--- src/rtl/uart_mmio_ctrl.sv ---
// uart_mmio_ctrl: CPU register window with TX/RX byte FIFOs and handshake glue for the pipeline UART core
module uart_mmio_ctrl #(
  parameter int          TX_DEPTH   = 8,
  parameter int          RX_DEPTH   = 8,
  parameter logic [15:0] BAUD_RESET = 16'd434
) (
  input  logic        clk,
  input  logic        rst,
  input  logic [3:0]  bus_addr,
  input  logic        bus_wen,
  input  logic [31:0] bus_wdata,
  input  logic        bus_ren,
  output logic [31:0] bus_rdata,
  output logic        uart_we,
  output logic [7:0]  uart_data,
  input  logic        uart_busy,
  output logic [15:0] uart_baud_max,
  input  logic        uart_read_ready,
  input  logic [7:0]  uart_rx_data,
  output logic        uart_negate_read_ready,
  output logic        irq
);
  localparam int TAW = $clog2(TX_DEPTH);
  localparam int RAW = $clog2(RX_DEPTH);
  typedef enum logic [1:0] {IDLE, ISSUE, WAIT_START, WAIT_DONE} tx_state_t;
  tx_state_t state, state_nx;
  logic [7:0] tx_mem [TX_DEPTH];
  logic [7:0] rx_mem [RX_DEPTH];
  logic [TAW:0] tx_wp, tx_rp;
  logic [RAW:0] rx_wp, rx_rp;
  logic [1:0] tmo;
  logic tx_ovf, rx_ovf, rx_ack;
  logic tx_full, tx_empty, rx_full, rx_empty, tx_idle;
  logic sel_tx, sel_rx, sel_st, sel_bd;
  logic tx_push_req, tx_push, tx_pop, rx_cap, rx_push, rx_pop;
  logic [6:0] status;
  logic [31:0] rdata_nx;
  logic unused_bits;
  assign unused_bits = ^{bus_addr[1:0], bus_wdata[31:16]};
  assign sel_tx = bus_addr[3:2] == 2'd0;
  assign sel_rx = bus_addr[3:2] == 2'd1;
  assign sel_st = bus_addr[3:2] == 2'd2;
  assign sel_bd = bus_addr[3:2] == 2'd3;
  assign tx_empty = tx_wp == tx_rp;
  assign tx_full  = (tx_wp[TAW] != tx_rp[TAW]) && (tx_wp[TAW-1:0] == tx_rp[TAW-1:0]);
  assign rx_empty = rx_wp == rx_rp;
  assign rx_full  = (rx_wp[RAW] != rx_rp[RAW]) && (rx_wp[RAW-1:0] == rx_rp[RAW-1:0]);
  assign tx_pop      = state == IDLE && !tx_empty && !uart_busy;
  assign tx_push_req = bus_wen && sel_tx;
  assign tx_push     = tx_push_req && (!tx_full || tx_pop);
  assign rx_cap  = uart_read_ready && !rx_ack;
  assign rx_pop  = bus_ren && sel_rx && !rx_empty;
  assign rx_push = rx_cap && (!rx_full || rx_pop);
  assign tx_idle = tx_empty && state == IDLE && !uart_busy;
  assign status  = {tx_idle, rx_ovf, tx_ovf, rx_full, rx_empty, tx_empty, tx_full};
  assign uart_we = state == ISSUE;
  assign uart_negate_read_ready = rx_ack;
  assign irq = !rx_empty || tx_ovf || rx_ovf;
  always_comb begin
    rdata_nx = sel_st ? {25'd0, status} :
               sel_bd ? {16'd0, uart_baud_max} :
               (sel_rx && !rx_empty) ? {23'd0, 1'b1, rx_mem[rx_rp[RAW-1:0]]} : 32'd0;
  end
  always_comb begin
    state_nx = state;
    case (state)
      IDLE:       state_nx = tx_pop ? ISSUE : IDLE;
      ISSUE:      state_nx = WAIT_START;
      WAIT_START: state_nx = uart_busy ? WAIT_DONE : (tmo == 2'd3) ? ISSUE : WAIT_START;
      WAIT_DONE:  state_nx = uart_busy ? WAIT_DONE : IDLE;
      default:    state_nx = IDLE;
    endcase
  end
  always_ff @(posedge clk) begin
    if (rst) begin
      state         <= IDLE;
      tmo           <= 2'd0;
      tx_wp         <= '0;
      tx_rp         <= '0;
      rx_wp         <= '0;
      rx_rp         <= '0;
      tx_ovf        <= 1'b0;
      rx_ovf        <= 1'b0;
      rx_ack        <= 1'b0;
      uart_data     <= 8'd0;
      bus_rdata     <= 32'd0;
      uart_baud_max <= BAUD_RESET;
    end else begin
      state <= state_nx;
      tmo   <= (state == WAIT_START) ? tmo + 2'd1 : 2'd0;
      if (tx_pop) begin
        uart_data <= tx_mem[tx_rp[TAW-1:0]];
        tx_rp     <= tx_rp + 1'b1;
      end
      if (tx_push) tx_wp <= tx_wp + 1'b1;
      if (rx_pop) rx_rp <= rx_rp + 1'b1;
      if (rx_push) rx_wp <= rx_wp + 1'b1;
      tx_ovf <= (tx_ovf && !(bus_wen && sel_st && bus_wdata[4])) || (tx_push_req && !tx_push);
      rx_ovf <= (rx_ovf && !(bus_wen && sel_st && bus_wdata[5])) || (rx_cap && !rx_push);
      // a new byte is only taken once read_ready has been seen low again
      rx_ack <= uart_read_ready;
      if (bus_wen && sel_bd) uart_baud_max <= (bus_wdata[15:0] == 16'd0) ? 16'd1 : bus_wdata[15:0];
      if (bus_ren) bus_rdata <= rdata_nx;
    end
  end
  always_ff @(posedge clk) begin
    if (tx_push) tx_mem[tx_wp[TAW-1:0]] <= bus_wdata[7:0];
    if (rx_push) rx_mem[rx_wp[RAW-1:0]] <= uart_rx_data;
  end
endmodule

--- config.mk ---
export PLATFORM = sky130hd
export DESIGN_NAME = uart_mmio_ctrl
export DESIGN_NICKNAME = d
export VERILOG_FILES = /design/src/rtl/uart_mmio_ctrl.sv
export SDC_FILE = /design/constraint.sdc
export NUM_CORES = 1
export LEC_CHECK = 0
export CAP_MARGIN = 10
export CELL_PAD_IN_SITES_DETAIL_PLACEMENT = 1
export CELL_PAD_IN_SITES_GLOBAL_PLACEMENT = 2
export CORE_MARGIN = 2
export CORE_UTILIZATION = 35
export DETAILED_ROUTE_END_ITERATION = 10
export GPL_ROUTABILITY_DRIVEN = 0
export PLACE_DENSITY_LB_ADDON = 0.12
export SLEW_MARGIN = 30
export SYNTH_ARGS = -nofsm -noshare
export SYNTH_HDL_FRONTEND = slang
export SYNTH_SLANG_ARGS = --single-unit
--- constraint.sdc ---
create_clock -name clk -period 2.7 [get_ports clk]
set_clock_uncertainty 0.2 [all_clocks]
set_input_delay 0.27 -clock clk [delete_from_list [all_inputs] [get_ports clk]]
set_output_delay 0.27 -clock clk [all_outputs]
set_load 0.005 [all_outputs]
==> flow_metrics.tcl <==
set metrics [dict create \
    status "completed" \
    yosysUniqueCellTypes 57 \
    grt-ovfl-total 0 \
    viasPerCell 5.178 \
    cts-root-buf "clkbuf_16" \
    drt_wl_total_um 19950 \
    combPwrFrac_pct 8.6 \
    r2r-end "rx_mem[4][6]$_DFFE_PP_" \
    irDropWorstVdd_mv 0.3500 \
    area_growth_pct 21.76 \
    ys_warn_count 0 \
    wl_per_cell_um 20.55 \
    netlist_top_cells_count "edfxtp_1, dfxtp_1, nand2_1" \
    h-tree-depth 4 \
    cts_setup_buffers 0 \
    netlist_area_um2 8090 \
    dpl_cell_area_um2 9284 \
    first_global_vias 5335 \
    final_layout_size_suffix_gt1_share_pct 18.66 \
    route.detailed.drc 0 \
    design_area_um2 9851 \
    detail-route-antenna-nets 0 \
    rr_startpoint "rx_rp[1]$_SDFFE_PP0P_" \
    clk_latency_ps 450 \
    hpwlAfterDp_um 14140 \
    internal_power_mw 4.698 \
    start_kind "flip-flop" \
    yosysTopAreaCellShare_pct 47.51 \
    cts_max_path_buffers 2 \
    hold_path.class "primary input to flip-flop" \
    whs_path_depth 4 \
    drv_cap 0 \
    setup_viol 0 \
    reg2reg_slack_ps 430 \
    slew_headroom_pct 50.65 \
    rsz0062_at_grt "no" \
    power_switching_mw 1.548 \
    synthTopCellsByArea "edfxtp_1, dfxtp_1, mux4_2" \
    switching_share_pct 24.78 \
    netlist.top_cell.by_area "edfxtp_1" \
    cts_tree "yes" \
    p_seq_share_pct 52.3 \
    worst_pin_slew_ps 734.1 \
    yosysMostFrequentCell "edfxtp_1" \
    grt_pass1_wl_um 30950 \
    die_w_um 156.0 \
    io_pins 109 \
    max_freq_mhz 399.5 \
    num_rows 55 \
    synth.yosys.seq_area_share_pct 63.84 \
    finalHoldViolations 0 \
    holdPathEnd "tx_wp[1]$_SDFFE_PP0P_" \
    cts_sinks 194 \
    first_pass_iters 4 \
    cts_resized 0 \
    arrival_ps 2030 \
    grtUsageTotal_pct 17.16 \
    async_flop_share_pct 0 \
    ctsHoldBuffers 0 \
    core_area_um2 22640 \
    crit_path_end_kind "output port" \
    grt_max_degree 62 \
    die_area_um2 24350 \
    fin_cells 971 \
    nets 728 \
    period_needed_ps 2503 \
    fin_crit_sh_pct 92.70 \
    leakagePower_nw 3.299 \
    finalPower_mw 6.246 \
    fin_tns_setup_ps 0 \
    synth_seq_cells 194 \
    synth_edf_count 128 \
    reg2reg_depth 5 \
    antenna_cells 0 \
    cts-buffers-inserted 17 \
    place_inst 939 \
    num_vias 5028 \
    critical_path_required_ps 2230 \
    syn_area_per_cell_um2 14.07 \
    antenna_found_initial 0 \
    whs_ps 30.23 \
    synthCells 575 \
    worstHoldStart "rst" \
    slew_viol_final 0 \
    drt_iter0_markers 316 \
    synth_ff_type "edfxtp_1" \
    initial_utilization_pct 35.73 \
    clockPowerShare_pct 39.1 \
    portBuffers 74 \
    critical_path_class "flip-flop to output port" \
    cts.clk_slew.worst_paths_ps 70 \
    powerDensity_nw_per_um2 634.0 \
    die_h_um 156.0 \
    crit_fanout 7 \
]
-- cell families (layout without fill, tap and decap cells) --
kind of cell | after synthesis | in the layout | synth area share, %
DFF | 194 | 194 | 63.84
buffers and inverters | 61 | 157 | 4.036
adders and majority gates | 5 | 5 | 0.7733
other | 1 | 16 | 0.04635
muxes | 57 | 57 | 12.12
xor gates and xnor gates | 16 | 16 | 1.732
and+or+nand+nor | 154 | 154 | 10.15
AOI/OAI and AO/OA | 87 | 87 | 7.300
-- worst max path at each step --
stage | cells past startpoint | to | from | slack, ps
after floorplan | 5 | tx_mem[0][0]$_DFFE_PP_ | tx_rp[0]$_SDFFE_PP0P_ | 280
after global placement | 5 | tx_mem[0][2]$_DFFE_PP_ | bus_addr[2] | 300
after detailed placement | 5 | rx_mem[4][3]$_DFFE_PP_ | bus_addr[2] | 190
after CTS | 4 | irq | rx_wp[2]$_SDFFE_PP0P_ | 170
after global routing | 4 | irq | rx_rp[1]$_SDFFE_PP0P_ | 70
final | 4 | irq | rx_wp[2]$_SDFFE_PP0P_ | 200
-- power groups by stage --
stage          Combinational [mW]  Clock (mW)  Sequential [mW]
5_1_grt                     0.595        2.62             3.27
6_report                    0.540        2.44             3.27
4_1_cts                     0.548        2.52             3.27
3_3_place_gp                0.533           0             3.33
3_5_place_dp                0.546           0             3.34
2_1_floorplan               0.299           0             3.32
-- worst max-delay path, cell delays in order, from the launching register on --
cell and delay [ps]:
dfxtp_1 480, xor2_1 340, nor3_1 130, nand3_1 140, clkdlybuf4s50_1 520
-- per-layer routing --
metal  vias up  GRT usage [%]  routed length, um
met5         -              0                  0
met4         0          5.286                261
met3        19          3.528                742
met2       107          26.59               9170
met1      2546          24.35               9781
li1       2356              -                  -
-- state kept, by name (all words and copies together), names as in the netlist, named ones only --
signal	cells
state	2
uart_negate_read_ready	1
rx_wp	4
bus_rdata	16
rx_ovf	1
uart_data	8
tx_ovf	1
tx_wp	4
uart_baud_max	16
rx_rp	4
tx_rp	4
tx_mem	64
tmo	2
rx_mem	64
-- layout by cell type, fill, tap and decap left out, types with 7 or more instances in the layout --
cell,Yosys,routed
edfxtp_1,128,128
clkdlybuf4s50_1,0,73
dfxtp_1,66,66
nand2_1,48,48
buf_4,20,45
a21oi_1,35,35
mux4_2,32,32
nor2_1,22,22
nand3_1,21,21
mux2i_1,17,17
clkbuf_16,0,17
nor2b_1,16,16
conb_1,1,16
o21ai_0,11,11
a311oi_1,11,11
xnor2_1,9,9
nand2b_1,9,9
mux2_2,8,8
xor2_1,7,7
-- through the flow --
stage,util (%),setup slack [ps]
6_report,43.51,197.0
5_1_grt,43.51,68.94
4_1_cts,43.51,170.0
3_5_place_dp,41.01,194.4
3_3_place_gp,41.01,296.2
2_1_floorplan,-,275.1
-- layout make-up --
type	count	area, um^2
clock buffers	17	425.4
clock inverters	15	141.4
fillers	2352	12790
inverters	6	22.52
multi-input cells	335	2666
flip-flops and latches	194	5165
well taps	285	356.6
repair buffers	119	1074
No activity file was read; power rests on OpenSTA's default activity.
